**config.mk**
```make
export PLATFORM = sky130hd
export DESIGN_NAME = c17_fault_pipe_flat
export DESIGN_NICKNAME = d
export VERILOG_FILES = /design/src/rtl/c17_fault_pkg.sv /design/src/rtl/c17_fault_pipe_if.sv /design/src/rtl/c17_fault_chan.sv /design/src/rtl/c17_fault_pipe.sv /design/src/flat_wrapper.sv
export SDC_FILE = /design/constraint.sdc
export NUM_CORES = 1
export LEC_CHECK = 0
export CORE_UTILIZATION = 45
export CTS_CLUSTER_DIAMETER = 30
export DETAILED_ROUTE_END_ITERATION = 10
export PLACE_DENSITY = 0.72
export SYNTH_ARGS = -nofsm -noshare
export SYNTH_HDL_FRONTEND = slang
export SYNTH_HIERARCHICAL = 1
export SYNTH_SLANG_ARGS = --single-unit
```
**constraint.sdc**
```tcl
create_clock -name clk -period 3.5 [get_ports clk]
set_input_delay 0.7 -clock clk [delete_from_list [all_inputs] [get_ports clk]]
set_output_delay 0.7 -clock clk [all_outputs]
set_load 0.005 [all_outputs]
```
**src/rtl/c17_fault_pkg.sv**
```systemverilog
// Shared types and helpers for the C17 fault-injection pipeline.
// A fault names one net of the C17 network and how that net's value is overridden.
package c17_fault_pkg;

    typedef enum logic [1:0] {
        NONE = 2'b00,
        SA0  = 2'b01,
        SA1  = 2'b10,
        FLIP = 2'b11
    } fault_mode_t;

    localparam logic [3:0] NET_G1 = 4'd0;
    localparam logic [3:0] NET_G2 = 4'd1;
    localparam logic [3:0] NET_G3 = 4'd2;
    localparam logic [3:0] NET_G4 = 4'd3;
    localparam logic [3:0] NET_G5 = 4'd4;
    localparam logic [3:0] NET_W1 = 4'd5;
    localparam logic [3:0] NET_W2 = 4'd6;
    localparam logic [3:0] NET_W3 = 4'd7;
    localparam logic [3:0] NET_W4 = 4'd8;
    localparam logic [3:0] NET_G6 = 4'd9;
    localparam logic [3:0] NET_G7 = 4'd10;

    typedef struct packed {
        logic [3:0]  net;
        fault_mode_t mode;
    } fault_cfg_t;

    function automatic logic apply_fault(input logic value, input fault_mode_t mode);
        case (mode)
            SA0:     return 1'b0;
            SA1:     return 1'b1;
            FLIP:    return ~value;
            default: return value;
        endcase
    endfunction

    // Mode that applies to a given net; net codes 11-15 never match, so they act as "no fault".
    function automatic fault_mode_t net_mode(input fault_cfg_t cfg, input logic [3:0] net);
        return (cfg.net == net) ? cfg.mode : NONE;
    endfunction

endpackage

```
**src/rtl/c17_fault_pipe_if.sv**
```systemverilog
// Valid/ready transaction bus of the C17 fault pipeline: input stream and result stream.
interface c17_fault_pipe_if #(
    parameter int CHANNELS = 4
);
    logic                    in_valid;
    logic                    in_ready;
    logic [5*CHANNELS-1:0]   in_data;
    logic                    out_valid;
    logic                    out_ready;
    logic [2*CHANNELS-1:0]   out_golden;
    logic [2*CHANNELS-1:0]   out_faulty;
    logic [CHANNELS-1:0]     out_mismatch;

    modport master (
        output in_valid, in_data, out_ready,
        input  in_ready, out_valid, out_golden, out_faulty, out_mismatch
    );

    modport slave (
        input  in_valid, in_data, out_ready,
        output in_ready, out_valid, out_golden, out_faulty, out_mismatch
    );
endinterface

```
**src/rtl/c17_fault_chan.sv**
```systemverilog
// One C17 channel: golden and fault-injected copies, two register stages.
// Stage 1 holds w2/w3/w4 per copy plus the output-net fault modes; stage 2 holds G7/G6.
module c17_fault_chan
    import c17_fault_pkg::*;
(
    input  logic       clk,
    input  logic       rst,
    input  logic       adv1,
    input  logic       adv2,
    input  logic [4:0] in_g,
    input  fault_cfg_t cfg,
    output logic [1:0] golden,
    output logic [1:0] faulty,
    output logic       mismatch
);

    logic [4:0]  fg;
    logic        gw1, gw2, gw3, gw4;
    logic        fw1, fw2, fw3, fw4;
    logic [2:0]  s1_g, s1_f;
    fault_mode_t s1_m6, s1_m7;
    logic        gg6, gg7, fg6, fg7;

    // Each faulted net is overridden before any of its fanout reads it.
    always_comb begin
        fg = '0;
        for (int unsigned i = 0; i < 5; i++) begin
            fg[i] = apply_fault(in_g[i], net_mode(cfg, 4'(i)));
        end
        gw1 = ~(in_g[4] & in_g[1]);
        gw2 = ~(in_g[4] & in_g[0]);
        gw3 = ~(gw1 & in_g[3]);
        gw4 = ~(gw1 & in_g[2]);
        fw1 = apply_fault(~(fg[4] & fg[1]), net_mode(cfg, NET_W1));
        fw2 = apply_fault(~(fg[4] & fg[0]), net_mode(cfg, NET_W2));
        fw3 = apply_fault(~(fw1 & fg[3]), net_mode(cfg, NET_W3));
        fw4 = apply_fault(~(fw1 & fg[2]), net_mode(cfg, NET_W4));
    end

    always_ff @(posedge clk) begin
        if (rst) begin
            s1_g  <= '0;
            s1_f  <= '0;
            s1_m6 <= NONE;
            s1_m7 <= NONE;
        end else if (adv1) begin
            s1_g  <= {gw4, gw3, gw2};
            s1_f  <= {fw4, fw3, fw2};
            s1_m6 <= net_mode(cfg, NET_G6);
            s1_m7 <= net_mode(cfg, NET_G7);
        end
    end

    always_comb begin
        gg6 = ~(s1_g[0] & s1_g[1]);
        gg7 = ~(s1_g[2] & s1_g[1]);
        fg6 = apply_fault(~(s1_f[0] & s1_f[1]), s1_m6);
        fg7 = apply_fault(~(s1_f[2] & s1_f[1]), s1_m7);
    end

    always_ff @(posedge clk) begin
        if (rst) begin
            golden   <= '0;
            faulty   <= '0;
            mismatch <= 1'b0;
        end else if (adv2) begin
            golden   <= {gg7, gg6};
            faulty   <= {fg7, fg6};
            mismatch <= ({gg7, gg6} != {fg7, fg6});
        end
    end

endmodule

```
**src/rtl/c17_fault_pipe.sv**
```systemverilog
// Pipelined array of C17 golden/faulty channel pairs with valid/ready flow control,
// per-channel fault configuration registers and a saturating mismatch counter.
module c17_fault_pipe
    import c17_fault_pkg::*;
#(
    parameter int CHANNELS = 4,
    parameter int CNT_W    = 16,
    localparam int CHAN_W  = (CHANNELS > 1) ? $clog2(CHANNELS) : 1
) (
    input  logic              clk,
    input  logic              rst,
    c17_fault_pipe_if.slave   bus,
    input  logic              cfg_we,
    input  logic [CHAN_W-1:0] cfg_chan,
    input  logic [3:0]        cfg_net,
    input  logic [1:0]        cfg_mode,
    input  logic              err_clr,
    output logic [CNT_W-1:0]  err_count,
    output logic              err_sat
);

    localparam logic [CNT_W-1:0] CNT_MAX = '1;

    logic                  s1_valid;
    logic                  out_valid_q;
    logic                  adv1, adv2;
    logic                  fire_err;
    fault_cfg_t            cfg_q [CHANNELS];
    logic [2*CHANNELS-1:0] golden, faulty;
    logic [CHANNELS-1:0]   mismatch;

    assign adv2          = !out_valid_q || bus.out_ready;
    assign adv1          = !s1_valid || adv2;
    assign bus.in_ready  = adv1;
    assign bus.out_valid = out_valid_q;
    assign bus.out_golden   = golden;
    assign bus.out_faulty   = faulty;
    assign bus.out_mismatch = mismatch;

    always_ff @(posedge clk) begin
        if (rst) begin
            s1_valid    <= 1'b0;
            out_valid_q <= 1'b0;
        end else begin
            if (adv1) s1_valid    <= bus.in_valid;
            if (adv2) out_valid_q <= s1_valid;
        end
    end

    // Channels read cfg_q combinationally at accept, so a same-cycle write lands after capture.
    always_ff @(posedge clk) begin
        for (int unsigned c = 0; c < CHANNELS; c++) begin
            if (rst) begin
                cfg_q[c] <= '0;
            end else if (cfg_we && cfg_chan == CHAN_W'(c)) begin
                cfg_q[c] <= '{net: cfg_net, mode: fault_mode_t'(cfg_mode)};
            end
        end
    end

    for (genvar c = 0; c < CHANNELS; c++) begin : g_chan
        c17_fault_chan u_chan (
            .clk      (clk),
            .rst      (rst),
            .adv1     (adv1),
            .adv2     (adv2),
            .in_g     (bus.in_data[5*c +: 5]),
            .cfg      (cfg_q[c]),
            .golden   (golden[2*c +: 2]),
            .faulty   (faulty[2*c +: 2]),
            .mismatch (mismatch[c])
        );
    end

    assign fire_err = out_valid_q && bus.out_ready && (|mismatch);

    always_ff @(posedge clk) begin
        if (rst || err_clr) begin
            err_count <= '0;
            err_sat   <= 1'b0;
        end else if (fire_err && err_count != CNT_MAX) begin
            err_count <= err_count + 1'b1;
            if (err_count == CNT_MAX - 1'b1) err_sat <= 1'b1;
        end
    end

endmodule

```
**src/flat_wrapper.sv**
```systemverilog
// flat-port wrapper written by rule: the top's interface ports become plain ports
module c17_fault_pipe_flat import c17_fault_pkg::*;
#(
    parameter int CHANNELS = 4,
    parameter int CNT_W    = 16,
    localparam int CHAN_W  = (CHANNELS > 1) ? $clog2(CHANNELS) : 1
)
  (clk, rst, cfg_we, cfg_chan, cfg_net, cfg_mode, err_clr, err_count, err_sat, bus_in_valid, bus_in_data, bus_out_ready, bus_in_ready, bus_out_valid, bus_out_golden, bus_out_faulty, bus_out_mismatch);
  c17_fault_pipe_if #(.CHANNELS(CHANNELS)) bus_i ();
  input  logic clk;
  input  logic rst;
  input  logic cfg_we;
  input  logic [CHAN_W-1:0] cfg_chan;
  input  logic [3:0] cfg_net;
  input  logic [1:0] cfg_mode;
  input  logic err_clr;
  output logic [CNT_W-1:0] err_count;
  output logic err_sat;
  input wire logic [$bits(bus_i.in_valid)-1:0] bus_in_valid;
  input wire logic [$bits(bus_i.in_data)-1:0] bus_in_data;
  input wire logic [$bits(bus_i.out_ready)-1:0] bus_out_ready;
  output wire logic [$bits(bus_i.in_ready)-1:0] bus_in_ready;
  output wire logic [$bits(bus_i.out_valid)-1:0] bus_out_valid;
  output wire logic [$bits(bus_i.out_golden)-1:0] bus_out_golden;
  output wire logic [$bits(bus_i.out_faulty)-1:0] bus_out_faulty;
  output wire logic [$bits(bus_i.out_mismatch)-1:0] bus_out_mismatch;
  assign bus_i.in_valid = bus_in_valid;
  assign bus_i.in_data = bus_in_data;
  assign bus_i.out_ready = bus_out_ready;
  assign bus_in_ready = bus_i.in_ready;
  assign bus_out_valid = bus_i.out_valid;
  assign bus_out_golden = bus_i.out_golden;
  assign bus_out_faulty = bus_i.out_faulty;
  assign bus_out_mismatch = bus_i.out_mismatch;
  c17_fault_pipe #(.CHANNELS(CHANNELS), .CNT_W(CNT_W)) u_core (.clk(clk), .rst(rst), .bus(bus_i), .cfg_we(cfg_we), .cfg_chan(cfg_chan), .cfg_net(cfg_net), .cfg_mode(cfg_mode), .err_clr(err_clr), .err_count(err_count), .err_sat(err_sat));
endmodule
```
=== Word level (Yosys, flattened, before mapping) ===
Memory sizes are Yosys's and may differ from the RTL's.
Index checks and enable logic that the tools add are counted.

* Bits in read-only memories: 0
* Memories: 1
* RAM bits: 24
* Latch bits: 0
* Bits in registers: 79

* Reduce and logical (&&, ||, !) cells: 19
* Multiply operators: 0
* Shift operators: 0
* Mux-type cells: 106
* Divide/modulo/power cells: 0
* Magnitude comparators: 0
* $add $sub $neg: 1
* Bitwise logic cells: 120
* Equality and inequality tests: 181

{| class="wikitable"
|+ Memory list
! name !! words !! width !! rd ports !! clocked after memory_dff !! write ports !! line !! RTL
|-
| u_core.cfg_q || 4 || 6 || 4 || 0 || 4 || c17_fault_pipe.sv:28 || <nowiki>fault_cfg_t cfg_q [CHANNELS];</nowiki>
|}

{| class="wikitable"
|+ Operators with widths
! operator !! count
|-
| $eq 2x2->1 const B || 90
|-
| $pmux 1 s3 || 44
|-
| $eq 2x1->1 const B || 45
|-
| $mux 2 || 44
|-
| $not 1->1 || 68
|-
| $eq 4x3->1 const B || 16
|-
| $and 1x1->1 || 48
|-
| $eq 4x4->1 const B || 12
|-
| $eq 4x2->1 const B || 8
|-
| $mux 6 || 4
|-
| $add 16x1->16 const B || 1
|-
| $eq 16x16->1 const B || 1
|-
| $eq 4x1->1 const B || 4
|-
| $logic_not 4->1 || 4
|-
| $ne 16x16->1 const B || 1
|-
| $mux 1 || 14
|-
| $ne 2x2->1 || 4
|-
| $logic_and 1x1->1 || 7
|-
| $or 1x1->1 || 4
|-
| $reduce_or 4->1 || 1
|-
| $logic_or 1x1->1 || 3
|-
| $logic_not 1->1 || 2
|-
| $logic_not 2->1 || 1
|-
| $reduce_and 2->1 || 1
|}

=== Logic depth before layout (Yosys ltp) ===
* Depth in word-level cells: 10
* Gate-level depth with buffers: 7
* Depth with buffers taken out: 6

=== Hierarchy ===
The synthesis kept the hierarchy.

{| class="wikitable"
|+ Modules (own cells, without submodules)
! module !! instances !! sequential area each (sq um) !! cells an instance !! area each (sq um)
|-
| c17_fault_chan || 4 || 300.3 || 113 || 937.1
|-
| c17_fault_pipe || 1 || 1101.1 || 179 || 1968.1
|}

=== Worst setup path before layout ===
Ideal clock, no wire load.

* Path type: in2reg
* Start point: input port bus_out_ready
* End point: register u_core.g_chan[0].u_chan.s1_f[2]
* Data arrival time: 1868 ps
* Library setup time: 86 ps
* Stages: 7
* Setup slack: 1547 ps
* Data required time: 3414 ps
* Cells stage by stage: nor2b_1 -> nand2_1 -> clkbuf_1 -> nand2_1 -> nor3b_1 -> a21boi_0 -> a211oi_1

* Longest elaborated chain between the ends: 2

{| class="wikitable"
|+ RTL lines
! element !! line !! RTL
|-
| start, declared || flat_wrapper.sv:21 || <nowiki>input wire logic [$bits(bus_i.out_ready)-1:0] bus_out_ready;</nowiki>
|-
| $logic_or 1x1->1 || c17_fault_pipe.sv:32 || <nowiki>assign adv2 = !out_valid_q || bus.out_ready;</nowiki>
|-
| $logic_or 1x1->1 || c17_fault_pipe.sv:33 || <nowiki>assign adv1 = !s1_valid || adv2;</nowiki>
|-
| net bus_in_ready || flat_wrapper.sv:22 || <nowiki>output wire logic [$bits(bus_i.in_ready)-1:0] bus_in_ready;</nowiki>
|-
| end signal, assigned || c17_fault_chan.sv:48 || <nowiki>s1_f <= {fw4, fw3, fw2};</nowiki>
|-
| end, declared || c17_fault_chan.sv:20 || <nowiki>logic [2:0] s1_g, s1_f;</nowiki>
|}

The timed path passes the listed nets, and every way through them passes these cells.
A chain may end at the register's enable or synchronous reset.

=== Worst setup path in the final report ===
* Start point: input port bus_out_ready
* End point: output port bus_in_ready

* Longest elaborated chain between the ends: 2

{| class="wikitable"
|+ RTL lines
! element !! line
|-
| $logic_or 1x1->1 || c17_fault_pipe.sv:32
|-
| $logic_or 1x1->1 || c17_fault_pipe.sv:33
|-
| end, declared || flat_wrapper.sv:22
|}

Every way passes these cells.

==> impl_metrics.csv <==
group,metric,value,unit
timing,timing.final.crit_period,2775,ps
hold_path,hold_path_end,"u_core/err_sat",
finish,insertedDiodeCount,0,
setup_path,worst_r2r_startpoint,"u_core/cfg_q[0][5]",
hold_path,hold_start,"u_core/err_sat",
detailed_routing,drc,0,
timing,clock.fmax,360.4,MHz
detailed_routing,dr_total_vias,5098,
finish,finish.instance_area,6858,µm²
clock_network,clock_tree.buffer_depth,2,
clock_network,clk-insertion-delay-late,340,ps
setup_path,crit_required,2800,ps
timing,whs,466.3,ps
logic_synthesis,synth-seq-area-share,40.27,%
clock_network,cts_max_level,3,
floorplanning,floorplan.initialDensity,46.81,%
setup_path,crit_path_start_kind,"input pin",
place,hpwl,9665,µm
clock_network,cts-buffers-inserted,9,
clock_network,cts-resized-gates,0,
clock_network,clock_root_buffer,"clkbuf_16",
detailed_routing,finalWirelength,13360,µm
hold_path,hold_path_depth,1,
timing,grt_setup_unrepaired,"false",
floorplanning,core,12210,µm²
global_routing,first_global_vias,4712,
logic_synthesis,netlist-cell-type-count,58,
place,post_dp_cell_area,6573,µm²
finish,seq_cell_area,2302,µm²
clock_network,cts_setup_buffers,0,
global_routing,grt_max_degree,81,
finish,area_growth_syn_to_layout,19.96,%
clock_network,cts.reportedPaths.clkPinSlew,60,ps
clock_network,postCtsHoldBufs,0,
floorplanning,die_boundary_width,114.7,µm
setup_path,timing.critical_path.fanout_max,4,
timing,post_route_clock_period_utilization,79.28,%
finish,mostFrequentLayoutCell,"dfxtp_1",
logic_synthesis,post_synth_edffs,24,
setup_path,timing.reg2reg.worst_path_depth,5,
setup_path,reg2reg_to,"u_core/g_chan[0].u_chan/s1_f[1]",
job,maxCapViolCount,0,
finish,commonest_cells_after_routing_fill_and_taps_aside,"dfxtp_1 (79), clkdlybuf4s50_1 (71), nor2_1 (58), a21oi_1 (52), nand2_1 (38)",
floorplanning,io-pin-count,73,
timing,finalSetupViolations,0,
logic_synthesis,post_synth_inst_count,631,
detailed_routing,detail_route.wl_per_cell,15.37,µm
logic_synthesis,ys_seq_elements,103,
global_routing,grt_pass1_wl,22100,µm
logic_synthesis,ys_dominant_reg_cell,"dfxtp_1",
floorplanning,fp-row-count,40,
timing,worst-slew-pin-transition,686.6,ps
power_and_ir_drop,static-leakage-power,2.473,nW
finish,multiInputGateArea,3234,µm²
logic_synthesis,synth-async-reset-ratio,0,%
timing,final_hold_viol_count,0,
status,run_status,"complete, no violations",
floorplanning,fp.dieH,114.7,µm
logic_synthesis,syn_nets,667,
power_and_ir_drop,ir_drop,0.2260,mV
timing,fin_skew,5.663,ps
floorplanning,dieArea,13160,µm²
finish,finalNetCount,732,
setup_path,worst-endpoint-arrival,2070,ps
detailed_routing,viasPerCell,5.867,
global_routing,grt_antenna_before_repair,0,
finish,num-fill-cells,1160,
setup_path,worst-setup-path-type,"input pin to primary output",
detailed_routing,drt.antenna.violating_nets,0,
timing,slew-limit-headroom,53.85,%
timing,timing.final.max_slew_violations,0,
place,gp_congestion,0.8963,
setup_path,critical_path.endpoint_type,"primary output",
place,io_buffers,72,
clock_network,cts_tree,"yes",
hold_path,path_category_of_the_worst_min_delay_check,"flip-flop to flip-flop",
timing,final.setup.tns,0,ps
finish,final_layout_size_suffix_gt1_share,8.559,%
power_and_ir_drop,pwr_density_cell,393.5,nW/µm²
logic_synthesis,yosys_warnings,6,
detailed_routing,dr.first_iter.drc_count,301,
logic_synthesis,postSynthAreaPerCell,9.060,µm²
logic_synthesis,syn-cell-area,5717,µm²
clock_network,cts_num_sinks,103,
global_routing,grt_overflow,0,
global_routing,gr-usage-all-layers,21.01,%
detailed_routing,drt_first_pass_iters,5,
setup_path,timing.reg2reg.setup_slack,1420,ps
[critical path, cell delays in order]
cell,delay [ps]
clkdlybuf4s50_1,440
nor2b_1,290
nand2_2,140
clkdlybuf4s50_1,500
[worst max-delay path by stage]
stage | start | end | slack, ps | depth (start not counted)
after CTS | bus_out_ready | bus_in_ready | 700 | 4
after detailed placement | bus_out_ready | bus_in_ready | 720 | 4
after floorplan | bus_out_ready | u_core/g_chan[0].u_chan/s1_f[2] | 1550 | 7
after global placement | bus_out_ready | bus_in_ready | 720 | 4
final | bus_out_ready | bus_in_ready | 730 | 4
after global routing | bus_out_ready | bus_in_ready | 610 | 4
[registers in the layout (all words and copies together) (netlist names), 4 cells and up]
register and count:
u_core/err_count 16, u_core/g_chan.u_chan/s1_m7 8, u_core/g_chan.u_chan/mismatch 4, u_core/g_chan.u_chan/s1_f 12, u_core/g_chan.u_chan/faulty 8, u_core/g_chan.u_chan/golden 8
u_core/cfg_q 24, u_core/g_chan.u_chan/s1_g 12, u_core/g_chan.u_chan/s1_m6 8
[logic make-up (layout without fill, tap and decap cells)]
| family | count (synthesis) | after routing | share of synthesized area (%) |
|---|---|---|---|
| multiplexers | 17 | 17 | 3.064 |
| flip-flops | 103 | 103 | 40.27 |
| AO/OA/AOI/OAI | 177 | 177 | 21.69 |
| AND/OR/NAND/NOR | 289 | 289 | 30.73 |
| XOR/XNOR | 4 | 4 | 0.6128 |
| buffers and inverters | 39 | 109 | 3.195 |
| adder cells (fa/ha/maj) | 2 | 2 | 0.4377 |
[metal layers]
layer | wire length, µm | GRT usage (%)
met1 | 6265 | 27.44
met2 | 6183 | 34.22
met3 | 534 | 2.912
met4 | 374 | 10.48
met5 | 0 | 0
[power breakdown]
group / switching, mW / leakage (nW) / internal (mW)
Combinational: 0.175 / 1.45 / 0.189
Clock: 0.414 / 0.140 / 0.555
Sequential: 0.0774 / 0.888 / 1.29
Total: 0.666 / 2.47 / 2.03
[through the flow]
step                setup WS [ps]  std cells  power (mW)  utilization (%)
floorplan                    1547        631       1.590                -
global placement            717.7        853       1.742            53.82
detailed placement          720.5        853       1.753            53.82
CTS                         703.3        869       2.729            56.16
global route                612.3        869       2.818            56.16
finish                      725.3        869       2.698            56.16
[Yosys cell counts (all sizes together) (6+ instances only)]
cell / instances / area share [%]
dfxtp: 79 / 28
nor2: 58 / 3.8
a21oi: 52 / 4.6
nand2: 39 / 2.6
a311oi: 29 / 4.4
and2: 25 / 2.7
edfxtp: 24 / 13
nand2b: 22 / 2.4
a22o: 20 / 3.2
clkbuf: 18 / 1.3
nand3: 18 / 1.7
nor2b: 17 / 1.9
inv: 16 / 1.1
nor3b: 16 / 2.5
o21ai: 15 / 1.3
a211oi: 14 / 1.8
nand4: 14 / 1.8
nand4b: 14 / 2.4
mux2i: 13 / 2.3
and2b: 12 / 1.8
o21bai: 12 / 1.6
and3b: 8 / 1.4
nand3b: 8 / 1.1
o31ai: 8 / 1.1
and3: 7 / 0.77
nor3: 7 / 0.70
or4: 6 / 0.79
[area by class of cell]
class,count,share of cell area (%)
sequential,103,33.57
tap,168,3.065
inverter,16,0.8758
timing repair buffer,77,11.17
clock buffer,12,3.467
clock inverter,4,0.6933
multi-input combinational,489,47.16
No activity file was read; power rests on OpenSTA's default activity.
==> RTL change 1, RTL diff (same settings) <==
`CHANNELS` is set to 4 in 3 places; all go to 8.
--- a/src/rtl/c17_fault_pipe_if.sv
+++ b/src/rtl/c17_fault_pipe_if.sv
@@ -1,6 +1,6 @@
 // Valid/ready transaction bus of the C17 fault pipeline: input stream and result stream.
 interface c17_fault_pipe_if #(
-    parameter int CHANNELS = 4
+    parameter int CHANNELS = 8
 );
     logic                    in_valid;
     logic                    in_ready;
--- a/src/rtl/c17_fault_pipe.sv
+++ b/src/rtl/c17_fault_pipe.sv
@@ -3,7 +3,7 @@
 module c17_fault_pipe
     import c17_fault_pkg::*;
 #(
-    parameter int CHANNELS = 4,
+    parameter int CHANNELS = 8,
     parameter int CNT_W    = 16,
     localparam int CHAN_W  = (CHANNELS > 1) ? $clog2(CHANNELS) : 1
 ) (
--- a/src/flat_wrapper.sv
+++ b/src/flat_wrapper.sv
@@ -1,7 +1,7 @@
 // flat-port wrapper written by rule: the top's interface ports become plain ports
 module c17_fault_pipe_flat import c17_fault_pkg::*;
 #(
-    parameter int CHANNELS = 4,
+    parameter int CHANNELS = 8,
     parameter int CNT_W    = 16,
     localparam int CHAN_W  = (CHANNELS > 1) ? $clog2(CHANNELS) : 1
 )
Ports: changed (5 resized); port bits go from 73 to 114. The function was not compared with the original's and may differ.
==> RTL change 1 against the unedited design <==
Hold slack better by 0.0014 ns. Worst setup slack worse by 0.15 ns. Cell area up 79%. Sequential share of layout area up 0.89 points. Routed wire length up 91%. Sequential cell count up 84. Utilization down 1.9 points. Power up 87%. Register-to-register slack worse by 0.27 ns. Synthesized area up 81%. Via count up 81%. Largest cell class unchanged.
==> RTL change 1: results (changes against the unedited design) <==
The number of nets in the synthesized netlist is 1210 (+81%), and the initial DRC count is 710 (+140%). Clock tree synthesis selected as its root buffer the cell clkbuf_16. The logs give 1.15 ns (-0.27 ns) for the worst setup slack for register-to-register paths and 0.593 ns (-0.128 ns) for the worst-case setup slack after placement. By count the netlist is led by dfxtp_1 (139), nor2_1 (116), a21oi_1 (85). The register area share after synthesis came out at 40.8% (+0.53 points). The iteration count of the initial detailed-routing pass is 5 (unchanged). The run finished with clean final reports. For the number of gates resized after cts, the log shows 0 (unchanged). The startpoint of the lowest-slack register-to-register path was u_core/g_chan[1].u_chan/mismatch. The cell depth of the worst hold path was 2 (+1). The top fanout value on the critical path is 4 (unchanged), and the count of synthesis-stage warnings from yosys is 6 (unchanged). The number of enable-type register cells in the synthesized netlist is 48 (+100%), and the worst-case clock buffer depth is 2 (unchanged).

The static power due to leakage was 4.41 nW (+79%). The logs give 0 (unchanged) for the number of diodes added for antenna fixing and 1301 (+78%) for the number of nets at the end of the flow. The first-pass GRT wire length came out at 41.9 mm (+90%).

The tools report the number of buffers inserted during clock tree synthesis as 17 (+8). The run gives 0 ns (unchanged) as the sum of negative setup slack. The number of vias after detailed routing came out at 9226 (+81%).

Sink of the worst hold path: u_core/g_chan[5].u_chan/s1_m6[0]. In this run the most critical hold path is launched from u_core/g_chan[5].u_chan/s1_m6[0]. Sorting the synthesized cells by area gives the leading types as dfxtp_1 (27%), edfxtp_1 (14%), a311oi_1 (4.8%).

The distinct cell type count of the synthesized netlist came out at 54 (-6.9%). The clock insertion delay at the later pin of the skew report is 0.45 ns (+0.11 ns), and the clock edge transition at the registers on the reported setup and hold paths is 0.07 ns. The transition time at the pin with the least slew margin is 0.985 ns (+0.298 ns).

Post-CTS setup buffer count: 0 (unchanged). The worst reg2reg path depth is 4 (-1). The average wire per standard cell is 16.5 um (+7.7%), and the routability-driven placement congestion ratio is 0.957 (+6.8%).

The tools report the number of antenna violations at the first check in global routing as 1 (+1). The share of synthesized registers carrying an async set or reset is 0% (unchanged), and the total routing resource utilization after global routing is 21.7% (+0.71 points). The type of the worst min-delay path was reg -> reg. The logs give 17.9 mm (+85%) for the detailed placer's ending HPWL and 0.303 mV (+34%) for the highest ir drop seen on vdd. The worst clock skew is 0.0105 ns (+0.00481 ns). Via count of the first global-routing pass: 8440 (+79%). The number of H-tree branching levels was 4 (+1). The pin count of the biggest net entering global routing is 81 (unchanged), and the arrival time of the worst setup path is 2.22 ns (+0.15 ns). Number of port buffers: 113 (+57%). In the final layout, the registers with the most flip-flops are u_core/cfg_q: 48 flops, u_core/g_chan.u_chan/s1_f: 24 flops, u_core/g_chan.u_chan/s1_g: 24 flops. The fraction of layout cells with a size suffix above 1 came out at 6.21% (-2.4 points).

Capture instance of the worst register-to-register path: u_core/err_count[15].
[RTL change 1: changes by cell type in the layout (fill, tap and decap cells not counted), sizes merged, moves of 26 or more]
cell and delta:
a21oi +33, a311oi +28, clkdlybuf4s50 +41, dfxtp +60
nand2 +26, nor2 +58, nor2b +33
[RTL change 1: layout make-up]
| class | count | area, um^2 |
|---|---|---|
| tap | 285 | 357 |
| multi-input combinational | 891 | 5800 |
| clock buffer | 17 | 425 |
| fill | 2044 | 10300 |
| clock inverter | 15 | 128 |
| inverter | 27 | 101 |
| sequential | 187 | 4220 |
| timing repair buffer | 120 | 1220 |
[RTL change 1: cell families after synthesis]
logic type	Yosys count	synth area share, %
flops	187	40.8
simple gates	518	28.8
mux	34	3.38
compound gates	329	22.9
fa+ha+maj	2	0.242
buf+inv	75	3.23
xor+xnor	8	0.677
[RTL change 1: power by group]
part | leakage [nW] | switching (mW) | internal [mW]
Clock | 0.279 | 0.928 | 0.939
Sequential | 1.61 | 0.157 | 2.35
Combinational | 2.52 | 0.335 | 0.347
Total | 4.41 | 1.42 | 3.63
[RTL change 1: worst max path at each step]
stage / startpoint / to / slack [ns] / depth (start not counted)
after CTS: bus_out_ready / bus_in_ready / 0.58 / 4
after global placement: bus_out_ready / bus_in_ready / 0.60 / 4
after floorplan: bus_out_ready / u_core/g_chan[0].u_chan/s1_f[2] / 1.47 / 7
final: bus_out_ready / bus_in_ready / 0.58 / 4
after global routing: bus_out_ready / bus_in_ready / 0.50 / 4
after detailed placement: bus_out_ready / bus_in_ready / 0.59 / 4
[RTL change 1: stage by stage]
| step | power, mW | hold slack [ns] | std cells | instance area, um^2 |
|---|---|---|---|---|
| finish | 5.05 | 0.468 | 1542 | 12300 |
| CTS | 5.10 | 0.472 | 1542 | 12300 |
| global route | 5.29 | 0.490 | 1542 | 12300 |
| global placement | 3.22 | 0.455 | 1510 | 11700 |
| detailed placement | 3.23 | 0.459 | 1510 | 11700 |
| floorplan | 2.91 | 0.446 | 1153 | 10400 |
[RTL change 1: critical path, stage by stage]
cell             delay [ns]
clkdlybuf4s50_1        0.48
nor2b_1                0.38
nand2_4                0.17
clkdlybuf4s50_1        0.48
[RTL change 1: layer usage]
| layer | share of wire [%] | GRT usage [%] | wire [um] | vias to the layer above |
|---|---|---|---|---|
| met4 | 1.0 | 5.95 | 256 | 2 |
| met5 | 0.051 | 0 | 13 | - |
| li1 | - | - | - | 4563 |
| met1 | 47 | 29.0 | 11900 | 4358 |
| met2 | 46 | 35.4 | 11800 | 274 |
| met3 | 6.0 | 4.68 | 1530 | 29 |
==> RTL change 2, RTL diff (same settings) <==
Without the edit above. Make the reset (`rst`) asynchronous in 3 clocked blocks.
--- a/src/rtl/c17_fault_chan.sv
+++ b/src/rtl/c17_fault_chan.sv
@@ -37,7 +37,7 @@
         fw4 = apply_fault(~(fw1 & fg[2]), net_mode(cfg, NET_W4));
     end
 
-    always_ff @(posedge clk) begin
+    always_ff @(posedge clk or posedge rst) begin
         if (rst) begin
             s1_g  <= '0;
             s1_f  <= '0;
@@ -58,7 +58,7 @@
         fg7 = apply_fault(~(s1_f[2] & s1_f[1]), s1_m7);
     end
 
-    always_ff @(posedge clk) begin
+    always_ff @(posedge clk or posedge rst) begin
         if (rst) begin
             golden   <= '0;
             faulty   <= '0;
--- a/src/rtl/c17_fault_pipe.sv
+++ b/src/rtl/c17_fault_pipe.sv
@@ -37,7 +37,7 @@
     assign bus.out_faulty   = faulty;
     assign bus.out_mismatch = mismatch;
 
-    always_ff @(posedge clk) begin
+    always_ff @(posedge clk or posedge rst) begin
         if (rst) begin
             s1_valid    <= 1'b0;
             out_valid_q <= 1'b0;
Function: differs if rst is asserted again (counterexample within 4 cycles, from zero or initial values and one cycle with rst high); with rst held inactive, the same outputs for 4 cycles.
==> RTL change 2 against the unedited design <==
Utilization is 1.2 points lower. Sequential cell count unchanged. Routed wire length about the same. Worst setup slack gained 0.086 ns. Cell area up 0.66%. Sequential power is 7% higher. Critical path depth decreased by 1. Synthesized area grew 1.1%. Power rose by 8.0%.
==> RTL change 2: results (changes against the unedited design) <==
The number of nets in the synthesized netlist is 616 (-7.6%). The register area share after synthesis came out at 45.2% (+4.9 points). The worst-case setup slack after placement is 0.651 ns (-0.0693 ns).

The run gives 293 (-2.7%) as the initial DRC count. The fraction of layout cells with a size suffix above 1 works out to 8.10% (-0.46 points). CTS placed an instance of clkbuf_16 at the clock tree root.

Ranked by total cell area, the synthesized netlist is headed by dfrtp_1 (27%), edfxtp_1 (12%), dfxtp_1 (5.9%). The highest ir drop seen on vdd was 0.190 mV (-16%). The run gives 21.3% (+0.25 points) as the total routing resource utilization after global routing.

The number of antenna violations at the first check in global routing is 0 (unchanged). The number of fillers in the final layout was 1113 (-4.1%); the average instance area after synthesis was 9.97 um^2 (+10%). Number of H-tree branching levels: 3 (unchanged).

The number of buffers inserted during clock tree synthesis came out at 9 (unchanged). The time the worst path needs with I/O delays and setup is 2.69 ns (-0.0860 ns), and the number of enable-type register cells in the synthesized netlist is 24 (unchanged). The share of synthesized registers carrying an async set or reset works out to 60.2% (+60 points).

The run finished with clean final reports. The via count of the first global-routing pass was 4491 (-4.7%). The number of port buffers works out to 72 (unchanged). The first-pass GRT wire length was 22.0 mm (-0.28%).

The logs give 4863 (-4.6%) for the number of vias after detailed routing and 13.4 mm (about the same) for the routed wire length. The logs give 6 (unchanged) for the count of synthesis-stage warnings from yosys and 686 (-6.3%) for the number of nets at the end of the flow. Worst clock skew: 0.00618 ns (+0.000517 ns). In the final layout, the registers with the most flip-flops are u_core/cfg_q: 24 flops, u_core/err_count: 16 flops.

The post-CTS setup buffer count is 0 (unchanged), and the total placed cells including tap cells is 811 (-4.9%). The clock edge transition at the registers on the reported setup and hold paths is 0.06 ns (about the same). The static power due to leakage was 2.48 nW (+0.46%); the clock insertion delay at the later pin of the skew report was 0.35 ns. The pin count of the biggest net entering global routing came out at 43 (-47%).

The logs give 0.872 (-2.7%) for the routability-driven placement congestion ratio and 826 (-4.9%) for the post-layout instance count excluding filler cells. The path class of the tightest hold or removal check is reg -> reg. The distinct cell type count of the synthesized netlist came out at 65 (+12%).

The worst setup slack for register-to-register paths is 1.45 ns (+0.03 ns), and the top fanout value on the critical path is 4 (unchanged). The arrival time of the worst setup path is 1.99 ns (-0.08 ns). The logs give 2 (unchanged) for the worst-case clock buffer depth and 4 (-1) for the iteration count of the initial detailed-routing pass.

The transition time at the pin with the least slew margin is 0.809 ns (+0.122 ns). The number of gates resized after cts was 0 (unchanged). The run gives 0 (unchanged) as the number of diodes added for antenna fixing.

The most used flip-flop cell after synthesis is dfrtp_1. The tools report the detailed placer's ending HPWL as 9.79 mm (+1.3%). By count the netlist is led by nor2_1 (63), dfrtp_1 (62), a21oi_1 (47). The total overflow reported by the global router is 0 (unchanged).
-- RTL change 2: changes by cell type after synthesis, sizes merged, moves of 20 or more --
cell | unedited run | this run
a311oi | 29 | 1
a31oi | 1 | 33
dfxtp | 79 | 17
a22o | 20 | 0
o2bb2ai | 0 | 20
nand2 | 39 | 15
dfrtp | 0 | 62
-- RTL change 2: cell type report --
| type | instances | area, um^2 | area share (%) |
|---|---|---|---|
| clock inverters | 3 | 11.3 | 0.163 |
| clock buffers | 12 | 236 | 3.43 |
| multi-input cells | 439 | 2990 | 43.4 |
| flip-flops and latches | 103 | 2610 | 37.8 |
| well taps | 172 | 215 | 3.12 |
| inverters | 20 | 75.1 | 1.09 |
| repair buffers | 77 | 758 | 11.0 |
-- RTL change 2: logic make-up after synthesis --
group                      count (synthesis)  share of synthesized area [%]
and+or+nand+nor                          240                           26.1
AOI/OAI and AO/OA                        184                           23.1
DFF                                      103                           45.2
buffers and inverters                     38                           3.01
muxes                                      9                           1.56
xor gates and xnor gates                   4                          0.606
adders and majority gates                  2                          0.433
-- RTL change 2: final timing paths --
path	start	endpoint	depth (start not counted)
worst min-delay path	u_core/s1_valid	u_core/bus.out_valid	1
max in group asynchronous	rst	u_core/g_chan[3].u_chan/s1_m6[1]	3
worst min register to register	u_core/s1_valid	u_core/bus.out_valid	1
worst max register to register	u_core/cfg_q[1][4]	u_core/g_chan[1].u_chan/s1_f[2]	5
min in group asynchronous	rst	u_core/bus.out_valid	3
worst max-delay path	bus_out_ready	bus_in_ready	3
-- RTL change 2: worst max-delay path, stage by stage --
cell and delay [ns]:
clkdlybuf4s50_1 0.54, nand3b_1 0.16, clkdlybuf4s50_1 0.58
-- RTL change 2: metal layers --
metal / routed length, um / global-route usage [%] / vias up
met5: 0 / 0 / -
met4: 214 / 8.74 / 0
met3: 460 / 3.37 / 13
met2: 6540 / 36.0 / 118
met1: 6140 / 27.1 / 2352
li1: - / - / 2380
-- RTL change 2: stage by stage --
stage          hold slack [ns]  area, um^2
2_1_floorplan            0.435        5780
3_3_place_gp             0.444        6660
3_5_place_dp             0.454        6660
4_1_cts                  0.467        6900
5_1_grt                  0.486        6900
6_report                 0.469        6900
-- RTL change 2: power by group --
group / leakage (nW) / switching, mW / internal, mW / total (mW)
Sequential: 1.09 / 0.127 / 1.34 / 1.47
Clock: 0.119 / 0.409 / 0.472 / 0.881
Combinational: 1.27 / 0.273 / 0.292 / 0.564
